===== config.mk =====
export PLATFORM = sky130hd
export DESIGN_NAME = data_mem_responder_flat
export DESIGN_NICKNAME = d
export VERILOG_FILES = /design/src/rtl/cpu_mem_pkg.sv /design/src/rtl/data_mem_responder_if.sv /design/src/rtl/dmem_array.sv /design/src/rtl/data_mem_responder.sv /design/src/flat_wrapper.sv
export SDC_FILE = /design/constraint.sdc
export NUM_CORES = 2
export LEC_CHECK = 0
export ABC_AREA = 1
export ABC_CLOCK_PERIOD_IN_PS = 5400
export BUFFER_PORTS_ARGS = -buffer_cell sky130_fd_sc_hd__buf_2
export CORE_MARGIN = 10
export CORE_UTILIZATION = 50
export CTS_CLUSTER_SIZE = 30
export DETAILED_ROUTE_END_ITERATION = 7
export PLACE_DENSITY = 0.74
export SKIP_LAST_GASP = 1
export SLEW_MARGIN = 20
export SYNTH_ARGS = -nofsm -noshare
export SYNTH_HDL_FRONTEND = slang
export SYNTH_SLANG_ARGS = --single-unit

===== constraint.sdc =====
create_clock -name clock -period 5.4 [get_ports clock]
set_input_delay 0.27 -clock clock [delete_from_list [all_inputs] [get_ports clock]]
set_output_delay 0.27 -clock clock [all_outputs]
set_load 0.005 [all_outputs]

===== src/rtl/cpu_mem_pkg.sv =====
// Shared definitions for the CPU data-memory responder: word size,
// default geometry/timing and the FSM state encoding.
// DMEM_WAIT_EN adds the WAIT state used for wait-state insertion.
package cpu_mem_pkg;

    localparam int WORD_BITS           = 32;
    localparam int DEFAULT_DEPTH       = 64;
    localparam int DEFAULT_WAIT_CYCLES = 2;

    typedef enum logic [1:0] {
        IDLE = 2'd0,
`ifdef DMEM_WAIT_EN
        WAIT = 2'd1,
`endif
        RESP = 2'd2
    } state_t;

    // A request is rejected when it is not word aligned or lands past the
    // last word of storage (full 32-bit comparison, so no aliasing).
    function automatic logic addr_bad(input logic [31:0] addr, input int unsigned depth);
        return (addr[1:0] != 2'b00) || ((addr >> 2) >= depth);
    endfunction

endpackage


===== src/rtl/data_mem_responder_if.sv =====
// Request/response bundle between the CPU memory stage (master) and the
// data-memory responder (slave).
interface data_mem_responder_if;
    import cpu_mem_pkg::*;

    logic                 req_valid;
    logic                 req_write;
    logic [31:0]          req_addr;
    logic [WORD_BITS-1:0] req_wdata;
    logic                 req_ready;
    logic [WORD_BITS-1:0] d_datain;
    logic                 resp_valid;
    logic                 resp_err;

    modport master (
        output req_valid, req_write, req_addr, req_wdata,
        input  req_ready, d_datain, resp_valid, resp_err
    );

    modport slave (
        input  req_valid, req_write, req_addr, req_wdata,
        output req_ready, d_datain, resp_valid, resp_err
    );
endinterface


===== src/rtl/dmem_array.sv =====
// Single-port word storage: synchronous write, combinational read.
// Contents are deliberately not reset so a reset never loses memory.
module dmem_array
    import cpu_mem_pkg::*;
#(
    parameter int DEPTH = DEFAULT_DEPTH,
    parameter int AW    = $clog2(DEPTH)
) (
    input  logic                 clock,
    input  logic                 we,
    input  logic [AW-1:0]        addr,
    input  logic [WORD_BITS-1:0] wdata,
    output logic [WORD_BITS-1:0] rdata
);

    logic [WORD_BITS-1:0] mem [DEPTH];

    // Write port: commits on the rising edge when enabled.
    always_ff @(posedge clock) begin
        if (we) begin
            mem[addr] <= wdata;
        end
    end

    // Read port: combinational so a read right after a write sees the new data.
    assign rdata = mem[addr];

endmodule


===== src/rtl/data_mem_responder.sv =====
// CPU data-memory responder: accepts one request at a time, checks it,
// commits writes at acceptance and returns a one-cycle response pulse.
// Optional feature: define DMEM_WAIT_EN to insert WAIT_CYCLES wait states
// between acceptance and response.
module data_mem_responder
    import cpu_mem_pkg::*;
#(
    parameter int DEPTH       = DEFAULT_DEPTH,
    parameter int WAIT_CYCLES = DEFAULT_WAIT_CYCLES
) (
    input  logic                 clock,
    input  logic                 start,
    data_mem_responder_if.slave  bus
);

    localparam int AW = $clog2(DEPTH);

    // Elaboration-time guard on the parameter ranges.
    if (DEPTH < 4 || DEPTH > 1024 || (DEPTH & (DEPTH - 1)) != 0) begin : g_depth_chk
        $error("DEPTH must be a power of two in 4..1024");
    end
    if (WAIT_CYCLES < 0 || WAIT_CYCLES > 15) begin : g_wait_chk
        $error("WAIT_CYCLES must be in 0..15");
    end

    state_t               state_reg;
    logic                 ready_reg;
    logic                 resp_valid_reg;
    logic                 resp_err_reg;
    logic [WORD_BITS-1:0] d_datain_reg;

    logic [AW-1:0]        idx_live;
    logic                 err_live;
    logic                 accept;
    logic                 mem_we;
    logic [AW-1:0]        sel_idx;
    logic                 sel_err;
    logic                 sel_write;
    logic                 issue_resp;
    logic [WORD_BITS-1:0] rdata;

    assign idx_live = bus.req_addr[AW+1:2];
    assign err_live = addr_bad(bus.req_addr, DEPTH);
    assign accept   = bus.req_valid && ready_reg && (state_reg == IDLE);
    assign mem_we   = accept && bus.req_write && !err_live;

`ifdef DMEM_WAIT_EN
    logic [3:0]    wait_cnt_reg;
    logic [AW-1:0] idx_reg;
    logic          err_reg;
    logic          write_reg;

    // While waiting, the captured request drives the array and the response.
    assign sel_idx    = (state_reg == IDLE) ? idx_live       : idx_reg;
    assign sel_err    = (state_reg == IDLE) ? err_live       : err_reg;
    assign sel_write  = (state_reg == IDLE) ? bus.req_write  : write_reg;
    assign issue_resp = (accept && (WAIT_CYCLES == 0)) ||
                        ((state_reg == WAIT) && (wait_cnt_reg <= 4'd1));
`else
    assign sel_idx    = idx_live;
    assign sel_err    = err_live;
    assign sel_write  = bus.req_write;
    assign issue_resp = accept;
`endif

    dmem_array #(.DEPTH(DEPTH), .AW(AW)) u_array (
        .clock (clock),
        .we    (mem_we),
        .addr  (sel_idx),
        .wdata (bus.req_wdata),
        .rdata (rdata)
    );

    // FSM with registered outputs; a response is loaded on the edge that enters RESP.
    always_ff @(posedge clock or negedge start) begin
        if (!start) begin
            state_reg      <= IDLE;
            ready_reg      <= 1'b0;
            resp_valid_reg <= 1'b0;
            resp_err_reg   <= 1'b0;
            d_datain_reg   <= '0;
`ifdef DMEM_WAIT_EN
            wait_cnt_reg   <= 4'd0;
            idx_reg        <= '0;
            err_reg        <= 1'b0;
            write_reg      <= 1'b0;
`endif
        end else begin
            resp_valid_reg <= 1'b0;
            resp_err_reg   <= 1'b0;
            case (state_reg)
                IDLE: begin
                    ready_reg <= !accept;
                    if (accept) begin
`ifdef DMEM_WAIT_EN
                        if (WAIT_CYCLES == 0) begin
                            state_reg <= RESP;
                        end else begin
                            state_reg    <= WAIT;
                            wait_cnt_reg <= 4'(WAIT_CYCLES);
                            idx_reg      <= idx_live;
                            err_reg      <= err_live;
                            write_reg    <= bus.req_write;
                        end
`else
                        state_reg <= RESP;
`endif
                    end
                end
`ifdef DMEM_WAIT_EN
                WAIT: begin
                    if (wait_cnt_reg <= 4'd1) begin
                        wait_cnt_reg <= 4'd0;
                        state_reg    <= RESP;
                    end else begin
                        wait_cnt_reg <= wait_cnt_reg - 4'd1;
                    end
                end
`endif
                RESP: begin
                    state_reg <= IDLE;
                    ready_reg <= 1'b1;
                end
                default: begin
                    state_reg <= IDLE;
                    ready_reg <= 1'b0;
                end
            endcase

            if (issue_resp) begin
                resp_valid_reg <= 1'b1;
                resp_err_reg   <= sel_err;
                if (!sel_write) begin
                    d_datain_reg <= sel_err ? '0 : rdata;
                end
            end
        end
    end

    assign bus.req_ready  = ready_reg;
    assign bus.resp_valid = resp_valid_reg;
    assign bus.resp_err   = resp_err_reg;
    assign bus.d_datain   = d_datain_reg;

endmodule


===== src/flat_wrapper.sv =====
// flat-port wrapper written by rule: the top's interface ports become plain ports
module data_mem_responder_flat import cpu_mem_pkg::*;
#(
    parameter int DEPTH       = DEFAULT_DEPTH,
    parameter int WAIT_CYCLES = DEFAULT_WAIT_CYCLES
)
  (clock, start, bus_req_valid, bus_req_write, bus_req_addr, bus_req_wdata, bus_req_ready, bus_d_datain, bus_resp_valid, bus_resp_err);
  data_mem_responder_if bus_i ();
  input  logic clock;
  input  logic start;
  input wire logic [$bits(bus_i.req_valid)-1:0] bus_req_valid;
  input wire logic [$bits(bus_i.req_write)-1:0] bus_req_write;
  input wire logic [$bits(bus_i.req_addr)-1:0] bus_req_addr;
  input wire logic [$bits(bus_i.req_wdata)-1:0] bus_req_wdata;
  output wire logic [$bits(bus_i.req_ready)-1:0] bus_req_ready;
  output wire logic [$bits(bus_i.d_datain)-1:0] bus_d_datain;
  output wire logic [$bits(bus_i.resp_valid)-1:0] bus_resp_valid;
  output wire logic [$bits(bus_i.resp_err)-1:0] bus_resp_err;
  assign bus_i.req_valid = bus_req_valid;
  assign bus_i.req_write = bus_req_write;
  assign bus_i.req_addr = bus_req_addr;
  assign bus_i.req_wdata = bus_req_wdata;
  assign bus_req_ready = bus_i.req_ready;
  assign bus_d_datain = bus_i.d_datain;
  assign bus_resp_valid = bus_i.resp_valid;
  assign bus_resp_err = bus_i.resp_err;
  data_mem_responder #(.DEPTH(DEPTH), .WAIT_CYCLES(WAIT_CYCLES)) u_core (.clock(clock), .start(start), .bus(bus_i));
endmodule

; ---- Word-level counts from Yosys, hierarchy flattened
; Memory sizes are Yosys's and may differ from the RTL's.
; Cells that the tools add are included.
[word_totals]
register_bits = 37
ramBits = 2048
in_bits = 68
output_inout_bits = 35
elab_cells = 28
n_memories = 1
[mem_list]
columns = memory, depth, width, rd, rd_clocked_by_memory_dff, wr, line
row1 = u_core.u_array.mem, 64, 32, 1, 0, 1, dmem_array.sv:16  ; logic [WORD_BITS-1:0] mem [DEPTH];
[op_classes]
magnitude_cmp = 1
n_eq_ne = 2
n_mux = 8
n_bitwise = 1
n_reduce_logical = 10
[ops]
columns = op, count
row1 = 2-to-1 mux 32 bit, 1
row2 = greater-or-equal comparator 30 x 7 -> 1 bit (second input constant), 1
row3 = logical AND 1 bit, 4
row4 = 2-to-1 mux 1 bit, 4
row5 = 2-to-1 mux 2 bit, 2
row6 = == test 2 bit (second input constant), 1
row7 = zero test 1 bit, 2
row8 = zero test 2 bit, 1
row9 = inequality test 2 x 1 -> 1 bit (second input constant), 1
row10 = one-hot mux 1 bit (2 select lines), 1
row11 = AND reduction 2 bit, 1
row12 = nonzero test 2 bit, 1
row13 = logical OR 1 bit, 1
row14 = NOT 1 bit, 1

; ---- Longest topological paths before layout
[depth]
word_depth = 6
ltp_mapped = 16
mapped_depth_nobuf = 12

; ---- Modules after synthesis
; A second synthesis with hierarchy kept.
[hier_totals]
cells_unflattened = 8657
area_unflattened_um2 = 87719.1
[by_module_without_submodules]
columns = module, instances, cells_each, area_each_um2, seq_area_each_um2
row1 = dmem_array, 1, 8408, 85862.3, 61499.0
row2 = data_mem_responder, 1, 249, 1856.8, 900.9

; ---- Worst setup path before layout
; OpenSTA, ideal clock, no wires.
[synth_path]
path_type = input to register
start = input port bus_req_addr[3]
end = memory u_core.u_array.mem[12][0], enable pin
setup_ns = 0.421
t_arrival_ns = 2.698
required_ns = 4.979
setup_slack_ns = 2.281
stages = 6
n_path_buf = 3
cell_sequence = buf_4 nor2_4 buf_2 buf_1 nand3_1 nor2_1
[synth_via]
elab_chain_cells = 6
[synth_lines]
columns = element, line
row1 = start: declaration, flat_wrapper.sv:13  ; input wire logic [$bits(bus_i.req_addr)-1:0] bus_req_addr;
row2 = greater-or-equal comparator 30 x 7 -> 1 bit, cpu_mem_pkg.sv:21  ; return (addr[1:0] != 2'b00) || ((addr >> 2) >= depth);
row3 = logical OR 1 bit, cpu_mem_pkg.sv:21
row4 = zero test 1 bit, data_mem_responder.sv:45  ; assign mem_we = accept && bus.req_write && !err_live;
row5 = logical AND 1 bit, data_mem_responder.sv:45
row6 = 2-to-1 mux 1 bit, dmem_array.sv:20  ; if (we) begin
row7 = 2-to-1 mux 1 bit (implied by the code), dmem_array.sv:21  ; mem[addr] <= wdata;
row8 = end: declaration, dmem_array.sv:16
; Parallel ways exist; a longest one is shown, timed or not.

; ---- Final worst setup path
[layout_path]
start = input port bus_req_addr[30]
end = memory u_core.u_array.mem[62][27], enable pin
[layout_via]
elab_chain_cells = 6
[layout_lines]
columns = element, line
row1 = greater-or-equal comparator 30 x 7 -> 1 bit, cpu_mem_pkg.sv:21
row2 = logical OR 1 bit, cpu_mem_pkg.sv:21
row3 = zero test 1 bit, data_mem_responder.sv:45
row4 = logical AND 1 bit, data_mem_responder.sv:45
row5 = 2-to-1 mux 1 bit, dmem_array.sv:20
row6 = 2-to-1 mux 1 bit (implied by the code), dmem_array.sv:21
; No other way between the ends.

==> results.cfg <==
[floorplanning]
dieArea_mm2 = 0.190
start_util = 0.504
dieWidth_um = 436
rows = 152
die_h_um = 436
coreArea_mm2 = 0.172
pin_count = 103

[worst_hold_path]
hold_depth = 7
min_path_type = input pin to flip-flop
hold_start = bus_req_addr[7]
holdPathEnd = u_core.bus.d_datain[17]

[logic_synthesis]
postSynth.asyncResetShare = 0.0173
synth_nets = 8035
ys_seq_elements = 2084
synth.top_cell.area_share = 0.710
synthXorXnorAreaFrac = 0
ys.flop_type = edfxtp_1
synth.avg_cell_area_um2 = 10.9
ys_seq_area_frac = 0.721
yosys-top-cells-area = edfxtp_1, nand2_1, nand3_1
netlist_area_mm2 = 0.0866
synth_mux_area_frac = 0
synth_top_area_cell = edfxtp_1
synth_edf_count = 2048
synth_cells = 7967
ys_types = 32
synthSimpleGateAreaFrac = 0.205
ys.warnings.count = 0
yosys.area_share.adder = 0
synth_top_family_by_area = simple AND/OR/NAND/NOR gates
synth_compound_area_frac = 0.0172

[timing]
slew_viol_final = 0
setup_violations = 0
fin_setup_tns_ns = 0
fin_crit_ns = 3.97
rsz0062_at_grt = false
finalHoldViolations = 0
max_slew_margin = 0.241
fmax_mhz = 252
fin_crit_sh = 0.736
worst_slew_pin_slew_ns = 1.14
fin_worst_skew_ns = 0.0590

[placement]
gp_congestion = 0.890
placed_area_mm2 = 0.0901
io_buffers = 102
dp_hpwl_um = 135000

[clock_tree]
clk_path_buf_depth = 3
cts_inserted_buffers = 202
cts_hold_repair.buffers = 7
cts_resized = 0
post_cts_buffers = 0
root_buffer = clkbuf_16
h-tree-depth = 4
cts_tree = yes
cts_sinks = 2084
clock_latency_ns = 0.84
path_clk_slew_ns = 0.06

[power]
comb_power_share = 0.053
clkPwrFrac = 0.417
switching_share = 0.224
p_sw_uw = 7520
p_int_uw = 26000
ir_drop_mv = 0.372
p_per_area_mw_per_mm2 = 347
finalPower_uw = 33600
p_leak_uw = 0.0387
pwr-share-seq = 0.529

[setup_path]
rr_startpoint = u_core.state_reg[1]
crit_path_start_kind = input pin
path_class = input pin to flip-flop
cp_max_fo = 21
worst_r2r_path_depth = 8
required_ns = 5.92
r2r-end = u_core.u_array.mem[62][27]
crit_arrival_ns = 4.49
r2r_slack_ns = 2.38
crit_path_end_kind = flip-flop

[drt]
avgRoutedWirePerCell_um = 23.3
drt_pre_antenna_iters = 6
wl_um = 245000
drc_errors = 0
vias = 58797
dr.first_iter.drc_count = 8497
ant_nets = 0
viasPerCell = 5.59

[final_layout]
syn2layout_area_growth_pct = 11.8
final_util = 0.563
largest_reg_flops = 2048
drive_above_1_share = 0.0764
fin_area_mm2 = 0.0968
finalNetCount = 8104
layout_commonest_cell = nand2_1
layout_common_cells = nand2_1, edfxtp_1, inv_1, nand3_1, nor2_1

[grt]
grt_first_pass_wirelength_um = 358000
grt_max_degree = 192
grt_pass1_vias = 56130
overflow = 0
grt_antenna_before_repair = 11
grtUsageTotal = 0.249

[run]
maxCapViolations = 0

[status]
outcome = complete, no violations
worst max-delay path by stage:
stage / start / to / slack (ns) / depth (start not counted)
after floorplan: bus_req_addr[3] / u_core.u_array.mem[12][0] / 2.28 / 6
final: bus_req_addr[30] / u_core.u_array.mem[62][27] / 1.43 / 14
after global routing: bus_req_addr[30] / u_core.u_array.mem[62][2] / 1.26 / 14
after global placement: bus_req_addr[2] / u_core.bus.d_datain[4] / 1.88 / 12
after detailed placement: bus_req_addr[2] / u_core.bus.d_datain[4] / 1.82 / 12
after CTS: bus_req_addr[30] / u_core.u_array.mem[62][27] / 1.52 / 14
through the flow:
step	setup slack (ns)	hold slack (ns)	std cells
floorplan	2.28	-0.0256	7967
global placement	1.88	0.445	10110
detailed placement	1.82	0.434	10130
CTS	1.52	0.0650	10513
global route	1.26	0.146	10519
finish	1.43	0.104	10521
metal layers:
layer | vias to the layer above | global-route usage | routed length, um
li1 | 26324 | - | -
met1 | 28123 | 0.332 | 91000
met2 | 3766 | 0.386 | 111000
met3 | 580 | 0.0471 | 28400
met4 | 4 | 0.134 | 14100
met5 | - | 0 | 27
power by group through the flow:
stage	registers [uW]	logic, uW	clock network, uW
4_1_cts	17800	1750	14000
2_1_floorplan	18100	929	0
6_report	17800	1790	14000
5_1_grt	17800	1920	14700
3_5_place_dp	18100	1740	0
3_3_place_gp	18100	1710	0
area by class of cell:
cell class              instances  area, um^2
fillers                     13719       75100
flip-flops and latches       2084       62400
multi-input cells            4722       19700
clock buffers                 261        5430
inverters                     761        2900
well taps                    2310        2890
repair buffers                265        2380
clock inverters               115        1100
diodes                          3        7.51
cells in the mapped netlist (2+ instances only):
library cell,count
inv_1,754
buf_2,195
nand3_1,606
nor3_1,5
or2_0,4
edfxtp_1,2048
buf_6,23
a21oi_1,39
nor3_2,4
nand2_1,3307
nor2_1,406
nand4_1,88
dfrtp_1,36
or2_1,3
a31oi_1,24
buf_1,29
nor2_4,2
clkbuf_1,95
buf_4,58
nand3b_1,2
o21ai_0,206
o211ai_1,4
inv_2,5
and2_1,2
o21ai_1,15
critical path, cell delays in order:
cell           delay (ns)
dlygate4sd3_1        0.55
buf_2                0.13
nor2_1               0.08
dlygate4sd3_1        0.55
nand2_1              0.04
dlygate4sd3_1        0.55
nor2_1               0.18
nand3_1              0.11
nor3_2               0.11
buf_4                0.22
nand3_1              0.25
buf_4                0.34
nor2_4               0.71
buf_4                0.36
cell families (layout without fill, tap and decap cells):
logic type      after synthesis  after routing
other cells                   0              3
flops                      2084           2084
buf+inv                    1161           1402
simple gates               4433           4433
compound gates              289            289
Power figures use the tool's default switching activity.
